[config.mk]
export PLATFORM = sky130hd
export DESIGN_NAME = deser_demux_1x4_flat
export DESIGN_NICKNAME = d
export VERILOG_FILES = /design/src/rtl/deser_demux_1x4_pkg.sv /design/src/rtl/deser_demux_1x4_if.sv /design/src/rtl/deser_demux_1x4_reg.sv /design/src/rtl/deser_demux_1x4.sv /design/src/flat_wrapper.sv
export SDC_FILE = /design/constraint.sdc
export NUM_CORES = 1
export LEC_CHECK = 0
export ABC_AREA = 1
export ABC_CLOCK_PERIOD_IN_PS = 1410
export BUFFER_PORTS_ARGS = -buffer_cell sky130_fd_sc_hd__buf_2
export CAP_MARGIN = 20
export CORE_AREA = 2 2 39 41
export CTS_CLUSTER_SIZE = 14
export DETAILED_ROUTE_END_ITERATION = 6
export DIE_AREA = 0 0 41 43
export PLACE_DENSITY_LB_ADDON = 0.05
export SLEW_MARGIN = 20
export SYNTH_ARGS = -nofsm -noshare
export SYNTH_HDL_FRONTEND = slang
export SYNTH_SLANG_ARGS = --single-unit
[constraint.sdc]
create_clock -name clk -period 1.41 [get_ports clk]
set_input_delay 0.0705 -clock clk [delete_from_list [all_inputs] [get_ports clk]]
set_output_delay 0.0705 -clock clk [all_outputs]
set_load 0.01 [all_outputs]
[src/rtl/deser_demux_1x4_pkg.sv]
// Shared constants and helpers for the serial-to-parallel demux.
package deser_demux_1x4_pkg;

    localparam int N_DEF = 4;

    function automatic int idx_w(input int n);
        return (n < 2) ? 1 : $clog2(n);
    endfunction

    function automatic int idx_last(input int n);
        return n - 1;
    endfunction

    localparam int LAST_DEF = idx_last(N_DEF);

endpackage

[src/rtl/deser_demux_1x4_if.sv]
// Parallel word handshake between the demux and its consumer.
interface deser_demux_1x4_if
    import deser_demux_1x4_pkg::*;
#(
    parameter int N = N_DEF
);

    logic [N-1:0] word_out;
    logic         word_valid;
    logic         word_ready;

    modport master (
        output word_out,
        output word_valid,
        input  word_ready
    );

    modport slave (
        input  word_out,
        input  word_valid,
        output word_ready
    );

endinterface

[src/rtl/deser_demux_1x4_reg.sv]
// One-hot write decoder plus shadow bit array for the lower word positions.
module demux_1xN_reg
    import deser_demux_1x4_pkg::*;
#(
    parameter int N     = N_DEF,
    parameter int IDX_W = idx_w(N)
) (
    input  logic             clk,
    input  logic             rst,
    input  logic             we,
    input  logic [IDX_W-1:0] idx,
    input  logic             d,
    output logic [N-2:0]     shadow
);

    logic [N-2:0] sel;

    // The top position bypasses the array and goes straight into the word.
    always_comb begin
        sel = '0;
        for (int i = 0; i < N - 1; i++) begin
            sel[i] = we && (idx == IDX_W'(i));
        end
    end

    always_ff @(posedge clk or posedge rst) begin
        if (rst) begin
            shadow <= '0;
        end else begin
            for (int i = 0; i < N - 1; i++) begin
                if (sel[i]) begin
                    shadow[i] <= d;
                end
            end
        end
    end

endmodule

[src/rtl/deser_demux_1x4.sv]
// Serial-to-parallel demux: steers one bit per valid cycle into word[idx],
// presenting completed words through a registered valid/ready slot.
module deser_demux_1x4
    import deser_demux_1x4_pkg::*;
#(
    parameter  int N     = N_DEF,
    localparam int IDX_W = idx_w(N)
) (
    input  logic               clk,
    input  logic               rst,
    input  logic               bit_in,
    input  logic               bit_valid,
    input  logic               sync,
    deser_demux_1x4_if.master  wbus,
    output logic [IDX_W-1:0]   idx,
    output logic               overrun,
    input  logic               clr_overrun
);

    localparam logic [IDX_W-1:0] LAST = IDX_W'(idx_last(N));

    logic [IDX_W-1:0] pos;
    logic [N-2:0]     shadow;
    logic [N-1:0]     word;
    logic [N-1:0]     word_q;
    logic             valid_q;
    logic             complete;
    logic             slot_free;

    assign pos       = sync ? '0 : idx;
    assign complete  = bit_valid && (pos == LAST);
    assign word      = {bit_in, shadow};
    assign slot_free = !valid_q || wbus.word_ready;

    demux_1xN_reg #(
        .N     (N),
        .IDX_W (IDX_W)
    ) u_reg (
        .clk    (clk),
        .rst    (rst),
        .we     (bit_valid),
        .idx    (pos),
        .d      (bit_in),
        .shadow (shadow)
    );

    always_ff @(posedge clk or posedge rst) begin
        if (rst) begin
            idx <= '0;
        end else if (bit_valid) begin
            idx <= (pos == LAST) ? '0 : pos + IDX_W'(1);
        end else if (sync) begin
            idx <= '0;
        end
    end

    always_ff @(posedge clk or posedge rst) begin
        if (rst) begin
            word_q  <= '0;
            valid_q <= 1'b0;
        end else if (complete && slot_free) begin
            word_q  <= word;
            valid_q <= 1'b1;
        end else if (valid_q && wbus.word_ready) begin
            valid_q <= 1'b0;
        end
    end

    // A drop on the same edge as a clear leaves the flag set.
    always_ff @(posedge clk or posedge rst) begin
        if (rst) begin
            overrun <= 1'b0;
        end else if (complete && !slot_free) begin
            overrun <= 1'b1;
        end else if (clr_overrun) begin
            overrun <= 1'b0;
        end
    end

    assign wbus.word_out   = word_q;
    assign wbus.word_valid = valid_q;

endmodule

[src/flat_wrapper.sv]
// flat-port wrapper written by rule: the top's interface ports become plain ports
module deser_demux_1x4_flat import deser_demux_1x4_pkg::*;
#(
    parameter  int N     = N_DEF,
    localparam int IDX_W = idx_w(N)
)
  (clk, rst, bit_in, bit_valid, sync, idx, overrun, clr_overrun, wbus_word_out, wbus_word_valid, wbus_word_ready);
  deser_demux_1x4_if #(.N(N)) wbus_i ();
  input  logic clk;
  input  logic rst;
  input  logic bit_in;
  input  logic bit_valid;
  input  logic sync;
  output logic [IDX_W-1:0] idx;
  output logic overrun;
  input  logic clr_overrun;
  output wire logic [$bits(wbus_i.word_out)-1:0] wbus_word_out;
  output wire logic [$bits(wbus_i.word_valid)-1:0] wbus_word_valid;
  input wire logic [$bits(wbus_i.word_ready)-1:0] wbus_word_ready;
  assign wbus_word_out = wbus_i.word_out;
  assign wbus_word_valid = wbus_i.word_valid;
  assign wbus_i.word_ready = wbus_word_ready;
  deser_demux_1x4 #(.N(N)) u_core (.clk(clk), .rst(rst), .bit_in(bit_in), .bit_valid(bit_valid), .sync(sync), .wbus(wbus_i), .idx(idx), .overrun(overrun), .clr_overrun(clr_overrun));
endmodule
==> Word-level counts from Yosys, hierarchy flattened <==
Index checks and enable logic that the tools add are counted.
{ "totals": {"ff_bits": 11, "input_bits": 7, "word_cells": 31} }
{ "classes": {"n_addsub": 1, "eq_ne": 3, "mux": 7, "reduce_logical": 13} }
{ "ops": {"columns": ["operator", "count"], "rows": [
  ["$logic_and 1x1->1", 7],
  ["$mux 2", 3],
  ["$eq 2x2->1 const B", 2],
  ["$mux 1", 4],
  ["$reduce_bool 2->1", 2],
  ["$add 2x1->2 const B", 1],
  ["$eq 2x1->1 const B", 1],
  ["$logic_not 1->1", 2],
  ["$logic_not 2->1", 1],
  ["$logic_or 1x1->1", 1]
]} }

==> Longest topological paths before layout <==
{ "logic_depth": {"word_depth": 5, "depth_mapped": 9, "mapped_depth_nobuf": 9} }

==> Hierarchy <==
Synthesis repeated with hierarchy kept, for this count alone.
{ "unflattened": {"cells_unflattened": 59, "hier_area_um2": 496.7} }
{ "by_module_without_submodules": {"columns": ["mod", "instances", "cells_per_inst", "area_each_um2", "seq_area_each_um2"], "rows": [
  ["deser_demux_1x4", 1, 40, 350.3, 200.2],
  ["demux_1xN_reg", 1, 19, 146.4, 75.1]
]} }

==> Worst setup path after synthesis <==
No wires, ideal clock.
{ "synth_timing": {"kind": "flip-flop to flip-flop", "from": "register u_core.idx[0]", "to": "register u_core.word_q[0], in the netlist u_core.wbus.word_out[0]", "setup_ns": 0.065, "arrival_ns": 1.096, "required_ns": 1.345, "setup_slack_ns": 0.249, "path_stages_with_launch": 9, "n_path_buf": 0, "period_less_slack_ns": 1.161, "path_cell_list": "dfrtp_1 -> nand2_1 -> inv_1 -> ha_1 -> nand2_4 -> inv_4 -> nand2_2 -> nand2_1 -> nand2_1"} }
{ "synth_between": {"elab_chain_cells": 4} }
{ "synth_lines": {"columns": ["item", "line", "source"], "rows": [
  ["start, declared", "deser_demux_1x4.sv:15", "output logic [IDX_W-1:0] idx,"],
  ["start signal, assigned", "deser_demux_1x4.sv:51", "idx <= (pos == LAST) ? '0 : pos + IDX_W'(1);"],
  ["$mux 2", null, null],
  ["$eq 2x2->1", "deser_demux_1x4.sv:31", "assign complete = bit_valid && (pos == LAST);"],
  ["$logic_and 1x1->1", "deser_demux_1x4.sv:31", null],
  ["$logic_and 1x1->1", "deser_demux_1x4.sv:61", "end else if (complete && slot_free) begin"],
  ["end signal, assigned", "deser_demux_1x4.sv:62", "word_q <= word;"],
  ["end, declared", "deser_demux_1x4.sv:25", "logic [N-1:0] word_q;"]
]} }
No other way between the ends.
A chain may end at the register's enable or synchronous reset.

==> Worst setup path after layout <==
{ "layout_timing": {"from": "register u_core.idx[1]", "to": "register u_core.word_q[2], in the netlist u_core.wbus.word_out[2]"} }
Same word-level chain as after synthesis.

==> run summary <==
Buffers on Ports -> 14
FF/Latch Area -> 275 µm²
Fin crit period -> 1.15 ns
Worst-Skew Late Latency -> 0.26 ns
Dpl cell area -> 616 µm²
GRT Overall Usage -> 13.5%
Synth Area per Inst -> 9.62 µm²
Worst reg2reg startpoint -> u_core.idx[1]
Crit Path Max Fanout -> 5
Aggregate global routing overflow -> 0
WHS -> 0.0613 ns
CTS tree -> built
Final ANT Viol Nets -> 0
Multi-input combinational cell area -> 210 µm²
HP Class -> input port to flop
Fin area -> 662 µm²
Gpl congestion -> 0.644
Root Buffer -> clkbuf_4
Max Cap Viol -> 0
Post-synth top area cell -> dfrtp_1
# resized after CTS -> 0
Crit. End Element -> flop
Crit path max-delay cell type -> dfrtp_1
First-pass GRT wire length -> 1.54 mm
Syn-to-layout area delta -> 25.1%
Achievable Freq -> 872 MHz
Skew final -> 0.00181 ns
Vias per cell -> 4.34
Rows -> 14
Tcrit/Tclk final -> 81.3%
Pin count of the biggest net entering global routing -> 12
Vias in the first global route -> 392
Worst Tran Pin Value -> 0.421 ns
DRC -> 0
Critical path startpoint category -> flop
Top post-synthesis cells by area -> dfrtp_1, nand2_1, ha_1
Final Setup Violations -> 0
Slack of the worst reg-to-reg path -> 0.26 ns
Hold Startpoint -> bit_in
Initial Util -> 38.2%
I/O pin cnt -> 15
CTS Buf Count -> 3
Number of diodes -> 0
Chip width -> 41 µm
TNS Setup -> 0 ns
Num Clock Sinks -> 11
Worst Hold Depth -> 3
Crit-path cells -> nand2_1 -> inv_1 -> ha_1 -> nand2_4 -> inv_4 -> nand2_2 -> nand2_1 -> nand2_1
Worst endpoint required time -> 1.62 ns
Die Area -> 1760 µm²
Post-Route WL -> 895 µm
DPL Wire Length -> 688 µm
H-Tree Depth -> 1
Post-synth cell types -> 14
RR Endpoint -> u_core.wbus.word_out[2]
Total number of yosys warnings -> 0
Status -> completed
Share of cells above drive strength 1 -> 29.3%
Nets -> 87
Cell mode on critical path -> nand2_1
DR WL/cell -> 9.84 µm
Arr. time, crit path -> 1.36 ns
RSZ-0062 raised after global routing -> false
Kind of critical path -> flop to flop
Iter 0 DRT Violations -> 4
Reg2Reg Depth -> 8
Clock tree buffer depth -> 2
Drt pass-1 iters -> 4
Max IR drop VDD -> 494 µV
Hold Path End -> u_core.wbus.word_out[3]
Post-Syn Area -> 529 µm²
Final hold vios -> 0
Flops & latches, synth -> 11
Slew Limit Fails -> 0
Initial antenna violation count -> 0
Worst stage delay on the critical path -> 0.38 ns
Core Footprint -> 1380 µm²
Clk pin slew, worst setup/hold paths -> 0.07 ns
Top cell type's share of synthesized area -> 52.0%
Headroom to the max-slew limit -> 71.9%
Via count -> 395
Fill cells -> 143
Synth Instances -> 55
Post-synthesis net count -> 66
Pleak -> 0.391 nW
Die H -> 43 µm
Sequential area share after synthesis -> 52.0%
PwrDens -> 1220 nW/µm²
synthesized netlist by cell type:
cell      n
o21ai_0   1
o21ai_1   3
nand2_4   1
xnor2_1   1
ha_1      4
dfrtp_1  11
inv_4     1
o22ai_1   1
nand2_2   1
inv_1     7
nand3_1   4
nand2_1  18
buf_6     1
nand2_8   1
cell families after synthesis:
group,share of synthesized area [%]
and+or+nand+nor,23.6
DFF,52.0
buffers and inverters,8.28
AOI/OAI and AO/OA,4.96
adders and majority gates,9.46
xor gates and xnor gates,1.66
worst max-delay path: cells and delay by family (launching register included):
kind                     cells  cell delay, ns
buffers and inverters        2            0.12
AND/OR/NAND/NOR              5            0.39
adder cells (fa/ha/maj)      1            0.21
flip-flops                   1            0.38
stage by stage:
| stage | std cells | utilization, % | power (mW) | setup slack (ns) |
|---|---|---|---|---|
| CTS | 91 | 47.8 | 0.818 | 0.257 |
| detailed placement | 85 | 44.5 | 0.596 | 0.273 |
| finish | 91 | 47.8 | 0.806 | 0.264 |
| floorplan | 55 | - | 0.526 | 0.249 |
| global placement | 85 | 44.5 | 0.597 | 0.291 |
| global route | 91 | 47.8 | 0.874 | 0.159 |
what timing repair did:
action / CTS / global route
setup buffers: 0 / 0
endpoints found under the hold margin: 12 / 0
hold buffers: 2 / 0
layer usage:
metal | wire [µm] | up-vias | share of wire, % | global-route usage, %
met3 | 50 | 0 | 5.6 | 3.14
met4 | 0 | 0 | 0 | 10.0
met2 | 406 | 9 | 45 | 20.6
met1 | 438 | 179 | 49 | 15.3
met5 | 0 | - | 0 | 0
li1 | - | 207 | - | -
state kept, by name, summed over array words and instances (netlist names):
name / flops
u_core.wbus.word_out: 4
u_core.u_reg.shadow: 3
u_core.idx: 2
u_core.overrun: 1
u_core.wbus.word_valid: 1
cell type report:
class / count / area share (%)
Clock buffer: 4 / 3.97
Sequential cell: 11 / 41.6
Tap cell: 16 / 3.02
Inverter: 8 / 4.91
Timing Repair Buffer: 17 / 14.7
Multi-Input combinational cell: 35 / 31.8
where the power goes:
group	leakage [nW]	total (mW)	internal, mW	switching (mW)
sequential	0.144	0.414	0.381	0.0330
clock	0.0150	0.214	0.109	0.105
combinational	0.233	0.177	0.0786	0.0984
how the worst max path moves through the flow:
stage | start | endpoint | slack [ns] | cells past startpoint
5_1_grt | u_core.idx[1] | u_core.wbus.word_out[2] | 0.16 | 8
2_1_floorplan | u_core.idx[0] | u_core.wbus.word_out[0] | 0.25 | 8
6_report | u_core.idx[1] | u_core.wbus.word_out[2] | 0.26 | 8
4_1_cts | u_core.idx[1] | u_core.wbus.word_out[2] | 0.26 | 8
3_3_place_gp | u_core.idx[1] | u_core.wbus.word_out[0] | 0.29 | 8
3_5_place_dp | u_core.idx[1] | u_core.wbus.word_out[2] | 0.27 | 8
cell usage in the layout (no fill, tap or decap):
master         instances
nand2_2                1
dlygate4sd3_1          2
nand3_1                4
clkbuf_1               1
nand2_1               18
o22ai_1                1
o21ai_1                3
xnor2_1                1
inv_1                  7
buf_2                 14
inv_4                  1
dfrtp_1               11
o21ai_0                1
ha_1                   4
buf_4                  1
nand2_4                1
nand2_8                1
clkbuf_4               3
(Power assumes the default switching activity.)
